## config.mk

```make
export PLATFORM = sky130hd
export DESIGN_NAME = solver_readout
export DESIGN_NICKNAME = d
export VERILOG_FILES = /design/src/rtl/solver_pkg.sv /design/src/rtl/readout_fifo.sv /design/src/rtl/solver_readout.sv
export SDC_FILE = /design/constraint.sdc
export NUM_CORES = 1
export LEC_CHECK = 0
export ABC_AREA = 1
export BUFFER_PORTS_ARGS = -buffer_cell sky130_fd_sc_hd__buf_4
export CELL_PAD_IN_SITES_DETAIL_PLACEMENT = 0
export CELL_PAD_IN_SITES_GLOBAL_PLACEMENT = 1
export CORE_MARGIN = 2
export CORE_UTILIZATION = 40
export DETAILED_ROUTE_END_ITERATION = 10
export PLACE_DENSITY = 0.85
export SLEW_MARGIN = 25
export SYNTH_ARGS = -nofsm -noshare
export SYNTH_HDL_FRONTEND = slang
export SYNTH_SLANG_ARGS = --single-unit
```

## constraint.sdc

```tcl
create_clock -name clock -period 2.3 [get_ports clock]
set_input_delay 0.345 -clock clock [delete_from_list [all_inputs] [get_ports clock]]
set_output_delay 0.345 -clock clock [all_outputs]
set_load 0.01 [all_outputs]
```

## src/rtl/solver_pkg.sv

```systemverilog
// Shared types for the multi_solver result buffers and their reader.
// Pure declarations: no latency, no backpressure.
// Widths here are the defaults; the modules can override them.
package solver_pkg;

    localparam int DEF_ID_WIDTH   = 6;
    localparam int DEF_ADDR_WIDTH = 10;
    localparam int DEF_DATA_WIDTH = 16;

    typedef enum logic [1:0] {
        IDLE,
        READ,
        DRAIN,
        RELEASE
    } readout_state_t;

    typedef struct packed {
        logic [DEF_DATA_WIDTH-1:0] data;
        logic [DEF_ID_WIDTH-1:0]   id;
        logic [DEF_ADDR_WIDTH-1:0] addr;
        logic                      last;
    } beat_t;

endpackage

```

## src/rtl/readout_fifo.sv

```systemverilog
// Two-entry synchronous FIFO of beats; head is the oldest entry.
// Push lands on the next edge; head is visible the cycle after the push.
// No internal backpressure: the caller never pushes when full or pops when empty.
module readout_fifo import solver_pkg::*; #(
    parameter type T = beat_t
) (
    input  logic       clock,
    input  logic       reset,
    input  logic       push,
    input  T           push_dat,
    input  logic       pop,
    output T           head,
    output logic [1:0] count
);

    T     mem [2];
    logic wr_ptr;
    logic rd_ptr;

    always_ff @(posedge clock) begin
        if (reset) begin
            mem[0] <= '0;
            mem[1] <= '0;
            wr_ptr <= 1'b0;
            rd_ptr <= 1'b0;
            count  <= '0;
        end else begin
            if (push) begin
                mem[wr_ptr] <= push_dat;
                wr_ptr      <= ~wr_ptr;
            end
            if (pop) begin
                rd_ptr <= ~rd_ptr;
            end
            count <= count + 2'(push) - 2'(pop);
        end
    end

    assign head = mem[rd_ptr];

endmodule

```

## src/rtl/solver_readout.sv

```systemverilog
// Drains full solver buffers round-robin into a valid/ready pixel stream, then releases them.
// Two cycles from the first read to the first out_valid; one beat per cycle thereafter.
// out_ready low holds the head beat; reads stop once two words are buffered or in flight.
// SOLVER_READOUT_CHECKSUM_EN adds out_checksum, the running XOR of the buffer's beats.
module solver_readout import solver_pkg::*; #(
    parameter int NUM_SOLVERS = 2,
    parameter int ID_WIDTH    = DEF_ID_WIDTH,
    parameter int ADDR_WIDTH  = DEF_ADDR_WIDTH,
    parameter int DATA_WIDTH  = DEF_DATA_WIDTH
) (
    input  logic                   clock,
    input  logic                   reset,
    input  logic [NUM_SOLVERS-1:0] solver_done,
    output logic [NUM_SOLVERS-1:0] solver_release,
    output logic [ID_WIDTH-1:0]    rd_solver_id,
    output logic [ADDR_WIDTH-1:0]  rd_addr,
    input  logic [DATA_WIDTH-1:0]  rd_data,
    output logic                   out_valid,
    input  logic                   out_ready,
    output logic [DATA_WIDTH-1:0]  out_data,
`ifdef SOLVER_READOUT_CHECKSUM_EN
    output logic [DATA_WIDTH-1:0]  out_checksum,
`endif
    output logic [ID_WIDTH-1:0]    out_id,
    output logic [ADDR_WIDTH-1:0]  out_addr,
    output logic                   out_last
);

    typedef struct packed {
        logic [DATA_WIDTH-1:0] data;
        logic [ID_WIDTH-1:0]   id;
        logic [ADDR_WIDTH-1:0] addr;
        logic                  last;
    } rbeat_t;

    readout_state_t         state;
    logic [ID_WIDTH-1:0]    rr;
    logic                   inflight;
    logic [ID_WIDTH-1:0]    inf_id;
    logic [ADDR_WIDTH-1:0]  inf_addr;
    logic [1:0]             fifo_count;
    rbeat_t                 head;
    rbeat_t                 push_beat;
    logic                   pop;
    logic                   issue;
    logic [2:0]             credit_used;
    logic [ID_WIDTH-1:0]    grant_id;
    logic                   grant_found;
    logic [ID_WIDTH-1:0]    idx;
    logic [NUM_SOLVERS-1:0] rel_mask;

    assign out_valid = (fifo_count != 2'd0);
    assign pop       = out_valid && out_ready;

    // The beat popped this cycle frees its slot in time, which keeps a sustained stream bubble-free.
    assign credit_used = 3'(fifo_count) + 3'(inflight) - 3'(pop);
    assign issue       = (state == READ) && (credit_used < 3'd2);

    always_comb begin
        grant_id    = '0;
        grant_found = 1'b0;
        idx         = '0;
        for (int k = 0; k < NUM_SOLVERS; k++) begin
            idx = (int'(rr) + k >= NUM_SOLVERS) ? ID_WIDTH'(int'(rr) + k - NUM_SOLVERS)
                                                : ID_WIDTH'(int'(rr) + k);
            if (!grant_found && ((solver_done >> idx) & NUM_SOLVERS'(1)) != '0) begin
                grant_found = 1'b1;
                grant_id    = idx;
            end
        end
    end

    always_comb begin
        rel_mask = '0;
        for (int k = 0; k < NUM_SOLVERS; k++) begin
            rel_mask[k] = (rd_solver_id == ID_WIDTH'(k));
        end
    end

    always_ff @(posedge clock) begin
        if (reset) begin
            state          <= IDLE;
            rr             <= '0;
            rd_solver_id   <= '0;
            rd_addr        <= '0;
            solver_release <= '0;
            inflight       <= 1'b0;
            inf_id         <= '0;
            inf_addr       <= '0;
        end else begin
            inflight       <= issue;
            inf_id         <= rd_solver_id;
            inf_addr       <= rd_addr;
            solver_release <= '0;
            case (state)
                IDLE: begin
                    if (grant_found) begin
                        state        <= READ;
                        rd_solver_id <= grant_id;
                        rd_addr      <= '0;
                    end
                end
                READ: begin
                    if (issue) begin
                        rd_addr <= rd_addr + 1'b1;
                        if (rd_addr == '1) begin
                            state <= DRAIN;
                        end
                    end
                end
                DRAIN: begin
                    if (!inflight && fifo_count == 2'd0) begin
                        state          <= RELEASE;
                        solver_release <= rel_mask;
                    end
                end
                RELEASE: begin
                    state   <= IDLE;
                    rd_addr <= '0;
                    rr      <= (rd_solver_id == ID_WIDTH'(NUM_SOLVERS - 1)) ? '0 : rd_solver_id + 1'b1;
                end
                default: state <= IDLE;
            endcase
        end
    end

    always_comb begin
        push_beat      = '0;
        push_beat.data = rd_data;
        push_beat.id   = inf_id;
        push_beat.addr = inf_addr;
        push_beat.last = (inf_addr == '1);
    end

    readout_fifo #(.T(rbeat_t)) u_fifo (
        .clock    (clock),
        .reset    (reset),
        .push     (inflight),
        .push_dat (push_beat),
        .pop      (pop),
        .head     (head),
        .count    (fifo_count)
    );

    assign out_data = head.data;
    assign out_id   = head.id;
    assign out_addr = head.addr;
    assign out_last = head.last;

`ifdef SOLVER_READOUT_CHECKSUM_EN
    logic [DATA_WIDTH-1:0] csum_acc;

    always_ff @(posedge clock) begin
        if (reset || (state == IDLE && grant_found)) begin
            csum_acc <= '0;
        end else if (pop) begin
            csum_acc <= csum_acc ^ head.data;
        end
    end

    assign out_checksum = csum_acc ^ head.data;
`endif

endmodule
```

==> results of run 1 <==
==> what timing repair did <==
action	in CTS	in global routing
endpoints found under the setup margin	10	18
gates resized for setup	12	14
pin swaps	8	18
buffers inserted	2	1
==> routing by layer <==
metal | track usage | vias up | wire, um
met5 | 0 | - | 0
met4 | 0.0557 | 0 | 150
met3 | 0.0533 | 16 | 478
met2 | 0.267 | 89 | 5170
met1 | 0.182 | 1712 | 4640
li1 | - | 1889 | -
==> sequential cells by signal (all words and copies together), names as in the netlist, named ones only <==
| register | count |
|---|---|
| solver_release | 2 |
| u_fifo.wr_ptr | 1 |
| rd_solver_id | 6 |
| state | 2 |
| u_fifo.rd_ptr | 1 |
| inf_id | 6 |
| u_fifo.mem | 66 |
| u_fifo.count | 2 |
| rr | 6 |
| inf_addr | 10 |
| inflight | 1 |
| rd_addr | 10 |
==> kinds of logic after synthesis <==
kind of cell             Yosys count  synth area share
AO/OA/AOI/OAI                     34            0.0357
XOR/XNOR                          11            0.0187
adder cells (fa/ha/maj)           18            0.0452
buffers and inverters             93            0.0717
flip-flops                       114             0.571
multiplexers                      34            0.0741
AND/OR/NAND/NOR                  218             0.183
==> synth_stat cells, drive strengths merged (2+ instances only) <==
master / number
ha: 17
o21ai: 9
edfxtp: 66
nand2: 59
clkbuf: 14
nor3b: 2
xnor2: 2
dfxtp: 48
nand4: 4
mux2: 33
nor4: 2
nor3: 11
buf: 3
a21oi: 24
xor2: 9
or2: 2
nor2: 108
inv: 75
nand3: 30
==> worst min-delay path by stage <==
stage / depth (start not counted) / end
floorplan: 1 / register
global placement: 1 / u_fifo.rd_ptr
detailed placement: 1 / register
CTS: 3 / u_fifo.mem[0][17]
global route: 3 / u_fifo.mem[1][21]
finish: 3 / u_fifo.mem[0][17]
==> worst reg2reg max path, stage by stage (launching register included) <==
cell,delay (ns)
dfxtp_2,0.33
inv_2,0.04
nand2_2,0.07
nand2_2,0.05
inv_2,0.07
ha_4,0.19
inv_2,0.06
ha_4,0.12
inv_2,0.03
fa_2,0.36
xnor2_2,0.21
nand2_4,0.09
nand2_2,0.06
o21ai_2,0.05
a21oi_2,0.20
nand2_1,0.10
nand2_1,0.08
a21oi_1,0.06
==> cell type report <==
class / instances / share of cell area
Clock buffer: 26 / 0.0753
Clock inverter: 6 / 0.00453
Inverter: 76 / 0.0430
Multi-Input combinational cell: 315 / 0.295
Sequential cell: 114 / 0.445
Tap cell: 172 / 0.0325
Timing Repair Buffer: 92 / 0.105
==> metrics by stage <==
step                setup TNS [ns]  utilization  cell area, um^2  total power (W)
finish                     -0.0106        0.525             6630          0.00654
global route                 -1.21        0.525             6630          0.00690
CTS                        -0.0141        0.520             6570          0.00653
detailed placement          -0.518        0.474             5980          0.00411
global placement           -0.0899        0.474             5980          0.00405
floorplan                        0            -             5180          0.00351
==> power breakdown <==
part / internal, W / total, W / switching, W
clock network: 0.00148 / 0.00229 / 0.000815
logic: 0.000824 / 0.00180 / 0.000975
registers: 0.00236 / 0.00245 / 0.0000921
==> results.ini, run 1 <==
[clock_network]
cts_sinks = 114
clk_pin_slew_ns = 0.06
clock_path_buffers = 2
ctsHoldBuffers = 0
clockRootBuffer = clkbuf_16
cts_made_buffers = 17
cts_tree = done
cts-htree-levels = 4
clk_latency_ns = 0.40

[setup_path]
crit_chain = inv_2 -> nand2_2 -> nand2_2 -> inv_2 -> ha_4 -> inv_2 -> ha_4 -> inv_2 -> fa_2 -> xnor2_2 -> nand2_4 -> nand2_2 -> o21ai_2 -> a21oi_2 -> nand2_1 -> nand2_1 -> a21oi_1
crit_path_end_kind = register
critical_path_class = reg2reg
start_kind = register
crit_family = adder cells
startpoint = u_fifo.count[1]
cpMostUsedCell = inv_2
crit_fanout = 4
cp_num_cells = 17
slowest_stage = fa_2
critPathMaxStageDelay_ns = 0.36
reg2reg_from = u_fifo.count[1]
arrival_ns = 2.58
path_buf_inv = 4
crit_end = state[1]
reg2reg_slack_ns = -0.01
reg2reg_depth = 17
reg2reg_to = state[1]
crit_required_ns = 2.57

[yosys]
synth_edf_count = 66
synth-seq-cells = 114
yosys_most_used_dff = edfxtp_1
syn-cell-area_um2 = 5150
yosys.area.top_type_share = 0.385
synth_area_per_cell_um2 = 9.87
yosys.cell_types.count = 32
yosysSeqAreaShare = 0.571
async_flop_share = 0
syn_nets = 561
synth_top_area_cell = edfxtp_1
synth_area_leaders = edfxtp_1 (38%), dfxtp_1 (19%), nor2_1 (7.8%), mux2_2 (7.2%), inv_1 (5.4%)
yosys_warnings = 0
synthCells = 522

[floorplanning]
die_h_um = 117
fp.coreArea_um2 = 12600
fp-row-count = 41
die_area_um2 = 13800
io_pins = 73
chipWidth_um = 117
start_util = 0.408

[power_and_ir_drop]
ir_worst_vdd_v = 0.000528
p_per_area_nw_per_um2 = 987
cellLeakagePower_nw = 2.73

[timing]
hold_violations = 0
fin_hold_ws_ns = 0.259
fin_ws_ns = -0.0106
fmax_mhz = 433
maxSlewHeadroom = 0.696
rsz0062_at_grt = yes
timing.final.crit_share = 1.00
period_minus_slack_ns = 2.31
finClkSkew_ns = 0.0120
worst_pin_slew_ns = 0.456
drv_slew = 0
setup_violations = 1

[routing]
num_vias = 3706
ant_nets = 0
wl_per_cell_um = 13.0
drt_pre_antenna_iters = 5
via_per_inst = 4.63
drt_iter0_markers = 248
finalWirelength_um = 10400
drc = 0

[hold_path]
min_from = rd_data[0]
hold_class = in2reg

[outcome]
violations = negative setup slack
status = finished, violations left

[final_layout]
drive_above_1_share = 0.307
final_common_cell = nor2_1
area_growth_pct = 28.7
layout_common_cells = nor2_1 (107), buf_4 (90), inv_1 (69)
antennaDiodeCount = 0
regArea_um2 = 2950
n_fill_cell = 1150
multi_input_area_um2 = 1950
fin_nets = 655
instances_no_fill = 801

[global_routing]
antenna_found_initial = 0
grt_start_max_net_pins = 41
grt_pass1_wl_um = 17200
grt_pass1_vias = 3781
grt_usage = 0.156
grt_remaining_overflow = 0

[placed_design]
dpl.hpwl_um = 6870
dp_cells = 766
io_buffers = 72
preCtsSetupSlack_ns = -0.0937
place_congestion = 0.791

[flow_run]
timing.max_cap.violations = 0

Power figures use the tool's default switching activity.
==> run 2, diff against run 1 <==
--- a/config.mk
+++ b/config.mk
@@ -12,6 +12,7 @@
 export CORE_MARGIN = 2
 export CORE_UTILIZATION = 40
 export DETAILED_ROUTE_END_ITERATION = 10
+export GPL_TIMING_DRIVEN = 0
 export PLACE_DENSITY = 0.85
 export SLEW_MARGIN = 25
 export SYNTH_ARGS = -nofsm -noshare
==> results.ini, run 2 (synthesis gave the netlist of run 1 again) <==
[timing]
setup_violations = 9  ; +8
rsz0062_at_grt = yes
worst_pin_slew_ns = 0.631  ; +0.175 ns
timing.final.crit_share = 1.02  ; +0.0158
fmax_mhz = 426  ; -1.5%
hold_violations = 0  ; unchanged
drv_slew = 0  ; unchanged
period_minus_slack_ns = 2.35  ; +0.0363 ns
finClkSkew_ns = 0.0116  ; -0.000384 ns
maxSlewHeadroom = 0.579  ; -0.117
fin_ws_ns = -0.0468  ; -0.0363 ns

[floorplanning]
fp.coreArea_um2 = 12600  ; unchanged
die_area_um2 = 13800  ; unchanged
io_pins = 73  ; unchanged
die_h_um = 117  ; unchanged
chipWidth_um = 117  ; unchanged
fp-row-count = 41  ; unchanged
start_util = 0.408  ; unchanged

[final_layout]
fin_nets = 665  ; +1.5%
largest_reg_flops = 66  ; unchanged
final_common_cell = nor2_1
antennaDiodeCount = 0  ; unchanged
layout_common_cells = nor2_1 (107), buf_4 (79), inv_1 (69)
drive_above_1_share = 0.319  ; +0.0124
area_growth_pct = 33.3
top_regs = u_fifo.mem: 66 flops, inf_addr: 10 flops, rd_addr: 10 flops
fin_util = 0.544  ; +0.0189
top_register = u_fifo.mem
stdcell_area_um2 = 6870  ; +3.6%

[outcome]
violations = negative setup slack
status = finished, violations left

[routing]
drc = 0  ; unchanged
drt_iter0_markers = 318  ; +28%
wl_per_cell_um = 13.4  ; +2.8%
drt_pre_antenna_iters = 4  ; -1
finalWirelength_um = 10900  ; +4.1%
ant_nets = 0  ; unchanged
num_vias = 3830  ; +3.3%
via_per_inst = 4.72  ; +2.1%

[setup_path]
arrival_ns = 2.62  ; +0.04 ns
reg2reg_depth = 15  ; -2
crit_chain = inv_4 -> nand2_4 -> nand2_4 -> inv_4 -> ha_4 -> inv_2 -> ha_4 -> inv_2 -> fa_2 -> nand2_4 -> a21oi_4 -> buf_6 -> nand2_8 -> nand2_2 -> a21oi_2
crit_end = rd_addr[4]
crit_path_end_kind = register
critical_path_class = reg2reg
cpMostUsedCell = nand2_4
start_kind = register
startpoint = u_fifo.count[1]
crit_fanout = 5  ; +1
reg2reg_from = u_fifo.count[1]
reg2reg_slack_ns = -0.05  ; -0.04 ns
slowest_stage = fa_2
critPathMaxStageDelay_ns = 0.57  ; +0.21 ns
crit_required_ns = 2.57  ; about the same
reg2reg_to = rd_addr[4]

[global_routing]
grt_use_met2 = 0.277  ; +0.00950
antenna_found_initial = 0  ; unchanged
grt_remaining_overflow = 0  ; unchanged
grt.busiest_layer = met2
grt_pass1_wl_um = 17900  ; +4.1%
grt_usage = 0.161  ; +0.00562
grtUsageMet3 = 0.0538  ; +0.000484
use_met1 = 0.191  ; +0.00904
grt_start_max_net_pins = 34  ; -17%
grt_pass1_vias = 3851  ; +1.9%

[flow_run]
timing.max_cap.violations = 0  ; unchanged

[power_and_ir_drop]
cellLeakagePower_nw = 2.81  ; +2.7%
p_per_area_nw_per_um2 = 1050  ; +6.1%
ir_worst_vdd_v = 0.000525  ; -0.67%
design_power_total_w = 0.00719  ; +9.9%

[placed_design]
io_buffers = 72  ; unchanged
dpl.hpwl_um = 7410  ; +7.8%
preCtsSetupSlack_ns = -0.315  ; -0.221 ns
place_congestion = 0.813  ; +2.9%
dpl_cell_area_um2 = 5970  ; -0.19%

[clock_network]
clk_latency_ns = 0.41  ; about the same
ctsHoldBuffers = 0  ; unchanged
cts_sinks = 114  ; unchanged
cts-htree-levels = 4  ; unchanged
cts_made_buffers = 17  ; unchanged
clockRootBuffer = clkbuf_16
clk_pin_slew_ns = 0.06  ; about the same
clock_path_buffers = 2  ; unchanged
cts_tree = done

[hold_path]
hold_class = in2reg

[run 2: cell count changes in the layout (fill, tap and decap cells not counted), moves of 4 or more]
cell       change
clkbuf_8       -4
buf_4         -11
nand2_1        -7
clkbuf_1       +6
clkinv_2       -4
bufinv_16      +4
nand2_2        +4
[run 2: metrics by stage]
stage | cells | hold slack [ns] | TNS (ns)
after floorplan | 522 | 0.425 | 0
after global placement | 766 | 0.434 | -44.37
after detailed placement | 767 | 0.447 | -7.69
after CTS | 807 | 0.151 | -0.252
after global routing | 811 | 0.166 | -1.23
final | 811 | 0.170 | -0.257
[run 2: worst min-delay path by stage]
| stage | from | to | slack (ns) | depth (start not counted) |
|---|---|---|---|---|
| after floorplan | u_fifo.rd_ptr | register | 0.42 | 1 |
| after detailed placement | u_fifo.rd_ptr | u_fifo.rd_ptr | 0.45 | 1 |
| after CTS | reset | inf_id[0] | 0.15 | 2 |
| final | reset | inf_id[0] | 0.17 | 2 |
| after global routing | reset | inf_id[0] | 0.17 | 2 |
| after global placement | u_fifo.rd_ptr | u_fifo.rd_ptr | 0.43 | 1 |
[run 2: area by class of cell]
type	count	area (um^2)
timing repair buffer	84	674
sequential	114	2950
clock inverter	14	188
buffer	17	91.3
fill	1093	5750
multi-input combinational	316	2030
inverter	76	290
tap	172	215
clock buffer	18	429
[run 2: routing by layer]
metal / part of all wire / vias to the layer above
met4: 0.012 / 0
li1: - / 1909
met1: 0.44 / 1811
met2: 0.50 / 94
met5: 0 / -
met3: 0.044 / 16
[run 2: report_power, final]
part	internal [W]	total, W	switching, W	leakage (nW)
Sequential	0.00236	0.00245	0.0000913	1.07
Combinational	0.000929	0.00203	0.00110	1.44
Clock	0.00181	0.00271	0.000902	0.295
Total	0.00509	0.00719	0.00210	2.81
[run 2: worst max-delay path: cells and delay by family, from the launching register on]
kind	cells	cell delay (ns)
fa+ha+maj	3	0.89
flops	1	0.35
buf+inv	5	0.35
simple gates	5	0.33
compound gates	2	0.30
[run 2: timing repair]
action	CTS	global route
resized for setup	31	20
setup endpoints to repair	43	58
pin swaps	15	7
setup buffers	7	4
gates cloned	1	0
